File: config.mk
export PLATFORM = sky130hd
export DESIGN_NAME = init_param
export DESIGN_NICKNAME = d
export VERILOG_FILES = /design/src/rtl/init_param.sv
export SDC_FILE = /design/constraint.sdc
export NUM_CORES = 1
export LEC_CHECK = 0
export CAP_MARGIN = 20
export CORE_UTILIZATION = 40
export CTS_CLUSTER_DIAMETER = 200
export DETAILED_ROUTE_END_ITERATION = 10
export PLACE_DENSITY = 0.65
export SYNTH_ARGS = -nofsm -noshare
export SYNTH_HDL_FRONTEND = slang
export SYNTH_SLANG_ARGS = --single-unit
File: constraint.sdc
create_clock -name clk -period 2 [get_ports clk]
set_input_delay 0.3 -clock clk [delete_from_list [all_inputs] [get_ports clk]]
set_output_delay 0.3 -clock clk [all_outputs]
set_load 0.005 [all_outputs]
File: src/rtl/init_param.sv
// Parametrised S-array initialiser: on an accepted start it streams BEATS write beats
// (identity, constant or descending data, LANES entries per beat) into a single-port memory.
module init_param #(
  parameter int DATA_W = 8,
  parameter int DEPTH  = 256,
  parameter int LANES  = 1,
  // Derived beat-address width; leave at its default.
  parameter int ADDR_W = $clog2(DEPTH / LANES)
) (
  input  logic                      clk,
  input  logic                      rst,
  input  logic                      en,
  input  logic [1:0]                mode,
  input  logic [DATA_W-1:0]         fill,
  input  logic                      abort,
  output logic                      rdy,
  output logic [ADDR_W-1:0]         addr,
  output logic [DATA_W*LANES-1:0]   wrdata,
  output logic                      wren,
  output logic                      done
);

  localparam int BEATS = DEPTH / LANES;
  // One spare bit so DEPTH-1-i and beat*LANES+k never overflow at the last beat.
  localparam int IDX_W = $clog2(DEPTH) + 1;
  localparam logic [ADDR_W-1:0] LAST_BEAT = ADDR_W'(BEATS - 1);

  typedef enum logic {IDLE, FILL} state_e;

  state_e                    state_q, state_d;
  logic [ADDR_W-1:0]         addr_q, addr_d;
  logic [DATA_W*LANES-1:0]   wrdata_q, wrdata_d;
  logic                      wren_q, wren_d;
  logic                      done_q, done_d;
  logic [1:0]                mode_q, mode_d;
  logic [DATA_W-1:0]         fill_q, fill_d;
  logic [ADDR_W-1:0]         next_beat;

  function automatic logic [DATA_W*LANES-1:0] beat_data(input logic [ADDR_W-1:0] beat,
                                                        input logic [1:0]        m,
                                                        input logic [DATA_W-1:0] f);
    logic [IDX_W-1:0] idx;
    beat_data = '0;
    for (int k = 0; k < LANES; k++) begin
      idx = IDX_W'(beat) * IDX_W'(LANES) + IDX_W'(k);
      case (m)
        2'd1:    beat_data[k*DATA_W +: DATA_W] = f;
        2'd2:    beat_data[k*DATA_W +: DATA_W] = DATA_W'(IDX_W'(DEPTH - 1) - idx);
        default: beat_data[k*DATA_W +: DATA_W] = DATA_W'(idx);
      endcase
    end
  endfunction

  assign next_beat = addr_q + ADDR_W'(1);

  // NOTE: sequential state uses non-blocking assignments so every register samples pre-edge values.
  always_ff @(posedge clk) begin
    if (rst) state_q <= IDLE;
    else     state_q <= state_d;
  end

  // NOTE: every combinational output gets a default first, otherwise unassigned paths infer latches.
  always_comb begin
    state_d = state_q;
    case (state_q)
      IDLE:    if (en) state_d = FILL;
      FILL:    if (abort || addr_q == LAST_BEAT) state_d = IDLE;
      default: state_d = IDLE;
    endcase
  end

  // Final-beat check comes before abort so an abort on the last beat still pulses done.
  always_comb begin
    addr_d   = addr_q;
    wrdata_d = wrdata_q;
    wren_d   = 1'b0;
    done_d   = 1'b0;
    mode_d   = mode_q;
    fill_d   = fill_q;
    case (state_q)
      IDLE: begin
        if (en) begin
          mode_d   = mode;
          fill_d   = fill;
          addr_d   = '0;
          wrdata_d = beat_data('0, mode, fill);
          wren_d   = 1'b1;
        end
      end
      FILL: begin
        if (addr_q == LAST_BEAT) begin
          done_d = 1'b1;
        end else if (!abort) begin
          addr_d   = next_beat;
          wrdata_d = beat_data(next_beat, mode_q, fill_q);
          wren_d   = 1'b1;
        end
      end
      default: ;
    endcase
  end

  always_ff @(posedge clk) begin
    if (rst) begin
      addr_q   <= '0;
      wrdata_q <= '0;
      wren_q   <= 1'b0;
      done_q   <= 1'b0;
      mode_q   <= 2'd0;
      fill_q   <= '0;
    end else begin
      addr_q   <= addr_d;
      wrdata_q <= wrdata_d;
      wren_q   <= wren_d;
      done_q   <= done_d;
      mode_q   <= mode_d;
      fill_q   <= fill_d;
    end
  end

  assign rdy    = (state_q == IDLE);
  assign addr   = addr_q;
  assign wrdata = wrdata_q;
  assign wren   = wren_q;
  assign done   = done_q;

endmodule

==> results.json, run 1 <==
{
  "outcome": "finished clean",
  "clock_sinks": 28,
  "post_cts_buffers": 0,
  "synthesis.area_um2": 1550,
  "clk_latency_ns": 0.28,
  "crit_cells": 6,
  "irDropWorstVdd_mv": 0.292,
  "syn_area_per_cell_um2": 7.53,
  "synth_flop_cell": "dfxtp_1",
  "finalInstanceArea_um2": 2030,
  "grt_pass1_vias": 1449,
  "cts-root-buf": "clkbuf_8",
  "ys_seq_elements": 28,
  "fin_crit_sh": 0.926,
  "io_pins": 33,
  "finalPower_mw": 1.24,
  "synth_top_area_frac": 0.361,
  "viasPerCell": 5.40,
  "n_antenna_cell": 0,
  "critPathTopFamily": "compound AO/OA/AOI/OAI gates",
  "worstPathRequired_ns": 2.20,
  "path_cells": "ha_2 -> nand2_1 -> o21ai_0 -> a31oi_1 -> a311o_1 -> a311oi_1",
  "reg2reg_depth": 6,
  "clockBufferDepth": 2,
  "power.density_nw_per_um2": 609,
  "clkSlewWorstSetupHoldPaths_ns": 0.09,
  "critPathMaxStageDelay_ns": 0.40,
  "dieArea_um2": 4130,
  "max_cap_viol_count": 0,
  "drtIter0Drc": 102,
  "grt_antenna_before_repair": 0,
  "overflow": 0,
  "cp.arrival_ns": 2.05,
  "p_int_mw": 0.902,
  "die_y_um": 64.3,
  "ys_types": 39,
  "grt_max_degree": 20,
  "cp_max_fo": 7,
  "gp_congestion": 0.849,
  "core_um2": 3690,
  "yosysSeqAreaShare": 0.361,
  "swShare": 0.271,
  "finalClockSkew_ns": 0.00234,
  "final_cells": 291,
  "synth_adder_area_share": 0.0403,
  "ys_warn_count": 0,
  "vias": 1571,
  "p_clk_frac": 0.288,
  "dr.pass1.iters": 5,
  "synthMuxAreaShare": 0,
  "hold_viol": 0,
  "drcViolationCount": 0,
  "tightest_slew_ns": 0.444,
  "grt_pass1_wl_um": 6660,
  "drv_slew": 0,
  "cts_buffers": 3,
  "combPwrFrac": 0.225,
  "grt_setup_unrepaired": "false",
  "cp-end-kind": "register",
  "synthSimpleGateAreaFrac": 0.257,
  "synthXorXnorAreaFrac": 0.0169,
  "seq_power_share": 0.488,
  "finalCriticalPeriod_ns": 1.85,
  "grt_util_all_layers": 0.206,
  "syn_to_final_growth_pct": 30.8,
  "r2r_slack_ns": 0.15,
  "synth_most_common_cell": "nand2_1",
  "synth_area_leaders": "dfxtp_1 (36%), a21oi_1 (9.7%), nand2_1 (7.7%), nor2_1 (5.3%), ha_1 (4.0%)",
  "final_nets": 263,
  "worstSetupEndpoint": "wrdata[6]",
  "hp-class": "reg2reg",
  "reg2reg_to": "wrdata[6]",
  "htree_levels": 1,
  "initial_core_util": 0.421,
  "wl_per_cell_um": 13.5,
  "ys_async_sr_fraction": 0,
  "postRouteAntennaNets": 0,
  "cp-start-kind": "register",
  "max_freq_ghz": 0.540,
  "final-setup-viol-count": 0,
  "relSlewSlack": 0.703,
  "syn_inst": 206,
  "placed_area_um2": 1970,
  "p_leak_nw": 0.748,
  "synth_top_family_by_area": "simple AND/OR/NAND/NOR gates",
  "crit_type": "reg2reg",
  "dp_cells": 287,
  "die_w_um": 64.3,
  "drive_gt1_frac": 0.128,
  "path_buf_inv": 0,
  "synth_edf_count": 0,
  "ys_top_cells_by_count": "nand2_1 (32), a21oi_1 (30), dfxtp_1 (28), nor2_1 (22), nor3_1 (12)",
  "synth.largest_area_cell": "dfxtp_1",
  "synth-compound-area-share": 0.236,
  "setup.worst_path.start": "addr[1]",
  "std_cell_rows": 22,
  "reg2reg_from": "addr[1]",
  "cts_tree": "done",
  "power_switching_mw": 0.334,
  "drt-total-wl_um": 3920,
  "portBuffers": 32,
  "crit_slowest_cell": "dfxtp_1",
  "hpwlAfterDp_um": 2870,
  "syn_nets": 225
}
[area by class of cell]
class,instances,area (µm²)
inverters,7,26.3
clock buffers,4,55.1
well taps,48,60.1
flip-flops and latches,28,561
fillers,385,1660
repair buffers,50,468
multi-input cells,154,860
[placed cells by master, fill, tap and decap left out, drive strengths merged, types with 3 or more instances in the layout]
master         count
dfxtp             28
o21ai              8
nand2             33
ha                 5
inv                7
clkbuf             4
a211oi             5
a31oi              3
nor3              12
nand3              5
a21oi             30
or3                6
buf               18
a311oi             3
a221oi             3
clkdlybuf4s50     32
nor2              22
[how the worst min path moves through the flow]
stage	from	slack [ns]	depth (start not counted)	to
floorplan	fill[0]	0.44	2	fill_q[0]
global placement	fill_q[5]	0.44	2	fill_q[5]
detailed placement	fill_q[5]	0.45	2	fill_q[5]
CTS	fill_q[5]	0.46	2	fill_q[5]
global route	fill_q[1]	0.48	2	fill_q[1]
finish	fill_q[6]	0.46	2	fill_q[6]
[timing repair]
item | 4_1_cts | 5_1_grt
setup endpoints to repair | 0 | 8
resized for setup | 0 | 3
hold buffers | 0 | 0
[registers in the layout (all words and copies together) (netlist names)]
signal   flops
fill_q       8
done         1
state_q      1
wrdata       8
mode_q       2
addr         8
[through the flow]
stage               worst slack (ns)  utilization  hold WS, ns  setup TNS [ns]
floorplan                      0.204            -        0.436               0
global placement             0.00374        0.534        0.444               0
detailed placement           -0.0149        0.534        0.449         -0.0149
CTS                           0.0664        0.549        0.464               0
global route                  0.0133        0.550        0.483               0
finish                         0.148        0.550        0.461               0
[power by group through the flow]
stage	registers, mW	logic (mW)	clock network (mW)
after floorplan	0.618	0.155	0
after global placement	0.616	0.273	0
after detailed placement	0.616	0.274	0
after CTS	0.603	0.275	0.361
after global routing	0.607	0.307	0.383
final	0.603	0.278	0.355
[routing by layer]
metal	wire length, µm	vias up	global-route usage
met5	0	-	0
li1	-	802	-
met3	213	9	0.0250
met1	1890	707	0.283
met4	109	0	0.0972
met2	1710	53	0.316
[cells by family (layout without fill, tap and decap cells)]
family,Yosys count,after routing
adders and majority gates,5,5
AOI/OAI and AO/OA,59,59
xor gates and xnor gates,3,3
and+or+nand+nor,87,87
DFF,28,28
buffers and inverters,24,61
[worst register-to-register path: cells and delay by family (launching register included)]
kind	cells	cell delay, ns
fa+ha+maj	1	0.30
simple gates	1	0.12
compound gates	4	0.95
flops	1	0.40
Power figures use the tool's default switching activity.
==> run 2: changes to the inputs <==
--- a/config.mk
+++ b/config.mk
@@ -5,7 +5,7 @@
 export SDC_FILE = /design/constraint.sdc
 export NUM_CORES = 1
 export LEC_CHECK = 0
-export CAP_MARGIN = 20
+export ABC_AREA = 1
 export CORE_UTILIZATION = 40
 export CTS_CLUSTER_DIAMETER = 200
 export DETAILED_ROUTE_END_ITERATION = 10
==> results.json, run 2 <==
{
  "outcome": "finished clean",
  "drtIter0Drc": 68,
  "synth_flop_cell": "dfxtp_1",
  "tightest_slew_ns": 0.549,
  "wl_per_cell_um": 11.8,
  "clkSlewWorstSetupHoldPaths_ns": 0.10,
  "drt-total-wl_um": 3690,
  "grt_antenna_before_repair": 0,
  "die_w_um": 64.2,
  "fin_crit_sh": 0.854,
  "vias": 1538,
  "yosysSeqAreaShare": 0.363,
  "crit_slowest_cell": "dfxtp_1",
  "crit_top_cell": "nand2_2",
  "viasPerCell": 4.93,
  "finalCriticalPeriod_ns": 1.71,
  "path_buf_inv": 1,
  "dieArea_um2": 4120,
  "syn_inst": 231,
  "final_common_cell": "nand2_1",
  "reg2reg_from": "addr[1]",
  "initial_core_util": 0.419,
  "ys_seq_elements": 28,
  "synth.largest_area_cell": "dfxtp_1",
  "dr.pass1.iters": 4,
  "synth_most_common_cell": "nand2_1",
  "cp-start-kind": "register",
  "reg2reg_depth": 9,
  "clk_latency_ns": 0.28,
  "power.density_nw_per_um2": 678,
  "htree_levels": 1,
  "hold_buffers": 0,
  "multiInputGateArea_um2": 835,
  "clock_sinks": 28,
  "worstPathRequired_ns": 2.21,
  "post_cts_buffers": 0,
  "ys_types": 28,
  "core_um2": 3690,
  "synth_edf_count": 0,
  "die_y_um": 64.2,
  "ys_warn_count": 0,
  "ys_top_cells_by_count": "nand2_1 (55), a21oi_1 (33), dfxtp_1 (28), inv_1 (23), nand3_1 (16)",
  "max_freq_ghz": 0.586,
  "synth_area_leaders": "dfxtp_1 (36%), nand2_1 (13%), a21oi_1 (11%), inv_1 (5.6%), nand3_1 (5.2%)",
  "drcViolationCount": 0,
  "postRouteAntennaNets": 0,
  "syn_area_per_cell_um2": 6.69,
  "critPathMaxStageDelay_ns": 0.42,
  "fillers": 394,
  "gp_congestion": 0.843,
  "final-setup-viol-count": 0,
  "drv_slew": 0,
  "fin_tns_setup_ns": 0,
  "cts_tree": "done",
  "overflow": 0,
  "max_cap_viol_count": 0,
  "irDropWorstVdd_mv": 0.313,
  "cts_buffers": 3,
  "min_delay_path_depth": 2,
  "cts_resized": 0,
  "fin_util": 0.541,
  "cts-root-buf": "clkbuf_8",
  "crit_type": "reg2reg",
  "seq_area_um2": 561,
  "synth_top_area_frac": 0.363,
  "path_cells": "ha_1 -> nand2_2 -> nor2_2 -> nand4_1 -> nand2_2 -> nand2_4 -> clkinv_2 -> nand2_1 -> a21oi_1",
  "synthesis.area_um2": 1550,
  "cp-end-kind": "register",
  "p_leak_nw": 0.822,
  "grt_pass1_vias": 1402,
  "grt_pass1_wl_um": 6380,
  "syn_to_final_growth_pct": 29.1,
  "layout_common_cells": "nand2_1 (55), a21oi_1 (33), clkdlybuf4s50_1 (32)",
  "hp-class": "reg2reg",
  "grt_setup_unrepaired": "false",
  "clockBufferDepth": 2,
  "critPathTopFamily": "simple AND/OR/NAND/NOR gates",
  "reg2reg_to": "addr[3]",
  "cp_max_fo": 11,
  "cp.arrival_ns": 1.92,
  "grt_max_degree": 19,
  "min_to": "wrdata[1]",
  "ys_async_sr_fraction": 0,
  "io_pins": 33,
  "final_nets": 284,
  "dp_slack_ns": 0.165,
  "worst_slack_ns": 0.293,
  "relSlewSlack": 0.633,
  "hold_start": "wrdata[1]",
  "drive_gt1_frac": 0.0758,
  "std_cell_rows": 22,
  "portBuffers": 32,
  "n_antenna_cell": 0,
  "finalClockSkew_ns": 0.00775,
  "r2r_slack_ns": 0.29,
  "hold_viol": 0,
  "hpwlAfterDp_um": 2750,
  "syn_nets": 250,
  "grt_util_all_layers": 0.198
}
## run 2: changes by cell type in the layout (fill, tap and decap cells not counted), sizes merged, moves of 11 or more
cell / previous run / this run
nor3: 12 / 1
inv: 7 / 26
nand2: 33 / 59
o21ai: 8 / 21
buf: 18 / 6
nand3: 5 / 16
## run 2: worst min-delay path, stage by stage (launching register included)
cell and delay [ns]:
dfxtp_1 0.32, nand2_1 0.06, a21oi_1 0.05
## run 2: logic make-up after synthesis
kind of cell               share of synthesized area
buffers and inverters                         0.0972
adders and majority gates                     0.0405
DFF                                            0.363
AOI/OAI and AO/OA                              0.209
xor gates and xnor gates                     0.00567
and+or+nand+nor                                0.285
## run 2: layout make-up
cell class,instances,area share
repair buffers,38,0.183
inverters,27,0.0514
clock buffers,3,0.0207
well taps,48,0.0301
clock inverters,1,0.0151
flip-flops and latches,28,0.281
multi-input cells,167,0.418
## run 2: where the power goes
group	internal (mW)	switching [mW]
combinational	0.135	0.154
clock	0.268	0.187
sequential	0.592	0.0162
## run 2: routing by layer
layer,share of wire,global-route usage
met2,0.47,0.322
met4,0.0073,0.0583
met5,0,0
met3,0.025,0.0286
met1,0.50,0.269
## run 2: how the worst max path moves through the flow
stage,start,end,slack [ns],cells past startpoint
finish,addr[1],addr[3],0.29,9
global route,addr[1],addr[1],0.07,9
CTS,addr[1],addr[3],0.28,9
detailed placement,mode[0],wrdata[6],0.17,8
global placement,mode[0],wrdata[6],0.22,8
floorplan,addr[0],addr[0],0.45,9
## run 2: per-stage QoR
step / instance area, µm² / std cells / hold WS [ns] / total power, mW
5_1_grt: 1990 / 312 / 0.507 / 1.44
6_report: 1990 / 312 / 0.472 / 1.35
3_3_place_gp: 1920 / 308 / 0.458 / 0.909
2_1_floorplan: 1550 / 231 / 0.443 / 0.799
3_5_place_dp: 1920 / 308 / 0.460 / 0.910
4_1_cts: 1990 / 312 / 0.475 / 1.37
==> run 3: changes to the inputs <==
--- a/config.mk
+++ b/config.mk
@@ -6,6 +6,7 @@
 export NUM_CORES = 1
 export LEC_CHECK = 0
 export ABC_AREA = 1
+export CORE_ASPECT_RATIO = 1.1
 export CORE_UTILIZATION = 40
 export CTS_CLUSTER_DIAMETER = 200
 export DETAILED_ROUTE_END_ITERATION = 10
==> results.json, run 3 (synthesized netlist as in run 2, its figures left out) <==
{
  "outcome": "finished clean",
  "clkSlewWorstSetupHoldPaths_ns": 0.09,
  "n_antenna_cell": 0,
  "final_common_cell": "nand2_1",
  "max_cap_viol_count": 0,
  "fin_crit_sh": 0.867,
  "drv_slew": 0,
  "drt-total-wl_um": 3770,
  "core_um2": 3680,
  "power_switching_mw": 0.360,
  "finalClockSkew_ns": 0.00758,
  "portBuffers": 32,
  "final-setup-viol-count": 0,
  "irDropWorstVdd_mv": 0.338,
  "drive_gt1_frac": 0.0792,
  "grt_pass1_wl_um": 6340,
  "p_clk_frac": 0.286,
  "min_delay_path_depth": 2,
  "dr.pass1.iters": 4,
  "reg2reg_to": "wrdata[1]",
  "power.density_nw_per_um2": 637,
  "syn_to_final_growth_pct": 28.7,
  "p_int_mw": 0.907,
  "htree_levels": 1,
  "r2r_slack_ns": 0.27,
  "dieArea_um2": 4120,
  "io_pins": 33,
  "seq_power_share": 0.482,
  "cts-root-buf": "clkbuf_8",
  "wl_per_cell_um": 12.0,
  "initial_core_util": 0.419,
  "grt_antenna_before_repair": 0,
  "hold_start": "wrdata[1]",
  "viasPerCell": 4.99,
  "fin_tns_setup_ns": 0,
  "crit_type": "reg2reg",
  "worstPathRequired_ns": 2.22,
  "hold_viol": 0,
  "p_leak_nw": 0.820,
  "grt_pass1_vias": 1429,
  "combPwrFrac": 0.232,
  "fin_util": 0.540,
  "grt_max_degree": 19,
  "post_cts_buffers": 0,
  "cp-end-kind": "register",
  "reg2reg_from": "addr[1]",
  "std_cell_rows": 23,
  "hold_buffers": 0,
  "drcViolationCount": 0,
  "cts_buffers": 3,
  "die_w_um": 61.3,
  "min_to": "wrdata[1]",
  "layout_common_cells": "nand2_1 (55), a21oi_1 (33), clkdlybuf4s50_1 (32)",
  "vias": 1573,
  "finalCriticalPeriod_ns": 1.73,
  "fillers": 402,
  "cts_resized": 0,
  "final_nets": 285,
  "clk_latency_ns": 0.28,
  "cp_max_fo": 11,
  "max_freq_ghz": 0.577,
  "overflow": 0,
  "reg2reg_depth": 9,
  "clockBufferDepth": 2,
  "grt_util_all_layers": 0.208,
  "swShare": 0.284,
  "gp_congestion": 0.833,
  "postRouteAntennaNets": 0,
  "die_y_um": 67.2,
  "cts_tree": "done",
  "cp-start-kind": "register",
  "hpwlAfterDp_um": 2760,
  "clock_sinks": 28,
  "hp-class": "reg2reg",
  "cp.arrival_ns": 1.95,
  "drtIter0Drc": 97,
  "grt_setup_unrepaired": "false",
  "tightest_slew_ns": 0.565,
  "relSlewSlack": 0.623
}
run 3: cell types whose count changed in the layout (fill, tap and decap cells not counted):
cell,change
buf_4,+1
bufinv_16,-1
clkbuf_8,+1
run 3: worst max-delay path by stage:
stage / endpoint / slack [ns] / from / cells after the start
floorplan: addr[0] / 0.45 / addr[0] / 9
global placement: wrdata[5] / 0.20 / mode[0] / 8
detailed placement: wrdata[6] / 0.13 / mode[0] / 8
CTS: wrdata[1] / 0.27 / addr[1] / 9
global route: addr[5] / 0.1 / addr[1] / 9
finish: wrdata[1] / 0.27 / addr[1] / 9
run 3: layout make-up:
class / count / area (µm²) / area share
tap: 50 / 62.6 / 0.0315
inverter: 27 / 103 / 0.0516
timing repair buffer: 39 / 373 / 0.188
multi-input combinational: 167 / 835 / 0.420
sequential: 28 / 561 / 0.282
clock buffer: 4 / 55.1 / 0.0277
run 3: power groups by stage:
stage	clock (mW)	sequential, mW	combinational [mW]
2_1_floorplan	0	0.623	0.176
3_3_place_gp	0	0.622	0.294
3_5_place_dp	0	0.623	0.293
4_1_cts	0.368	0.610	0.295
5_1_grt	0.391	0.614	0.335
6_report	0.362	0.610	0.294
run 3: metrics by stage:
step           total power, mW  worst slack [ns]  hold slack, ns  cells  instance area (µm²)
6_report                  1.27             0.266           0.476    315                 1990
5_1_grt                   1.34            0.0992           0.511    315                 1990
4_1_cts                   1.27             0.268           0.479    315                 1990
3_5_place_dp             0.916             0.132           0.464    311                 1930
3_3_place_gp             0.916             0.201           0.463    311                 1930
2_1_floorplan            0.799             0.446           0.443    231                 1550
run 3: metal layers:
metal / global-route usage / vias up / part of all wire
met2: 0.365 / 41 / 0.47
met1: 0.258 / 702 / 0.48
met4: 0.0653 / 0 / 0.0096
met5: 0 / - / 0
li1: - / 826 / -
met3: 0.0287 / 4 / 0.035
run 3: worst max-delay path, cell delays in order, from the launching register on:
cell,delay (ns)
dfxtp_1,0.42
ha_1,0.20
nand2_2,0.09
nor2_2,0.20
nand4_1,0.15
nand2_2,0.17
nand2_4,0.09
clkinv_2,0.15
nand2_1,0.07
a21oi_1,0.13
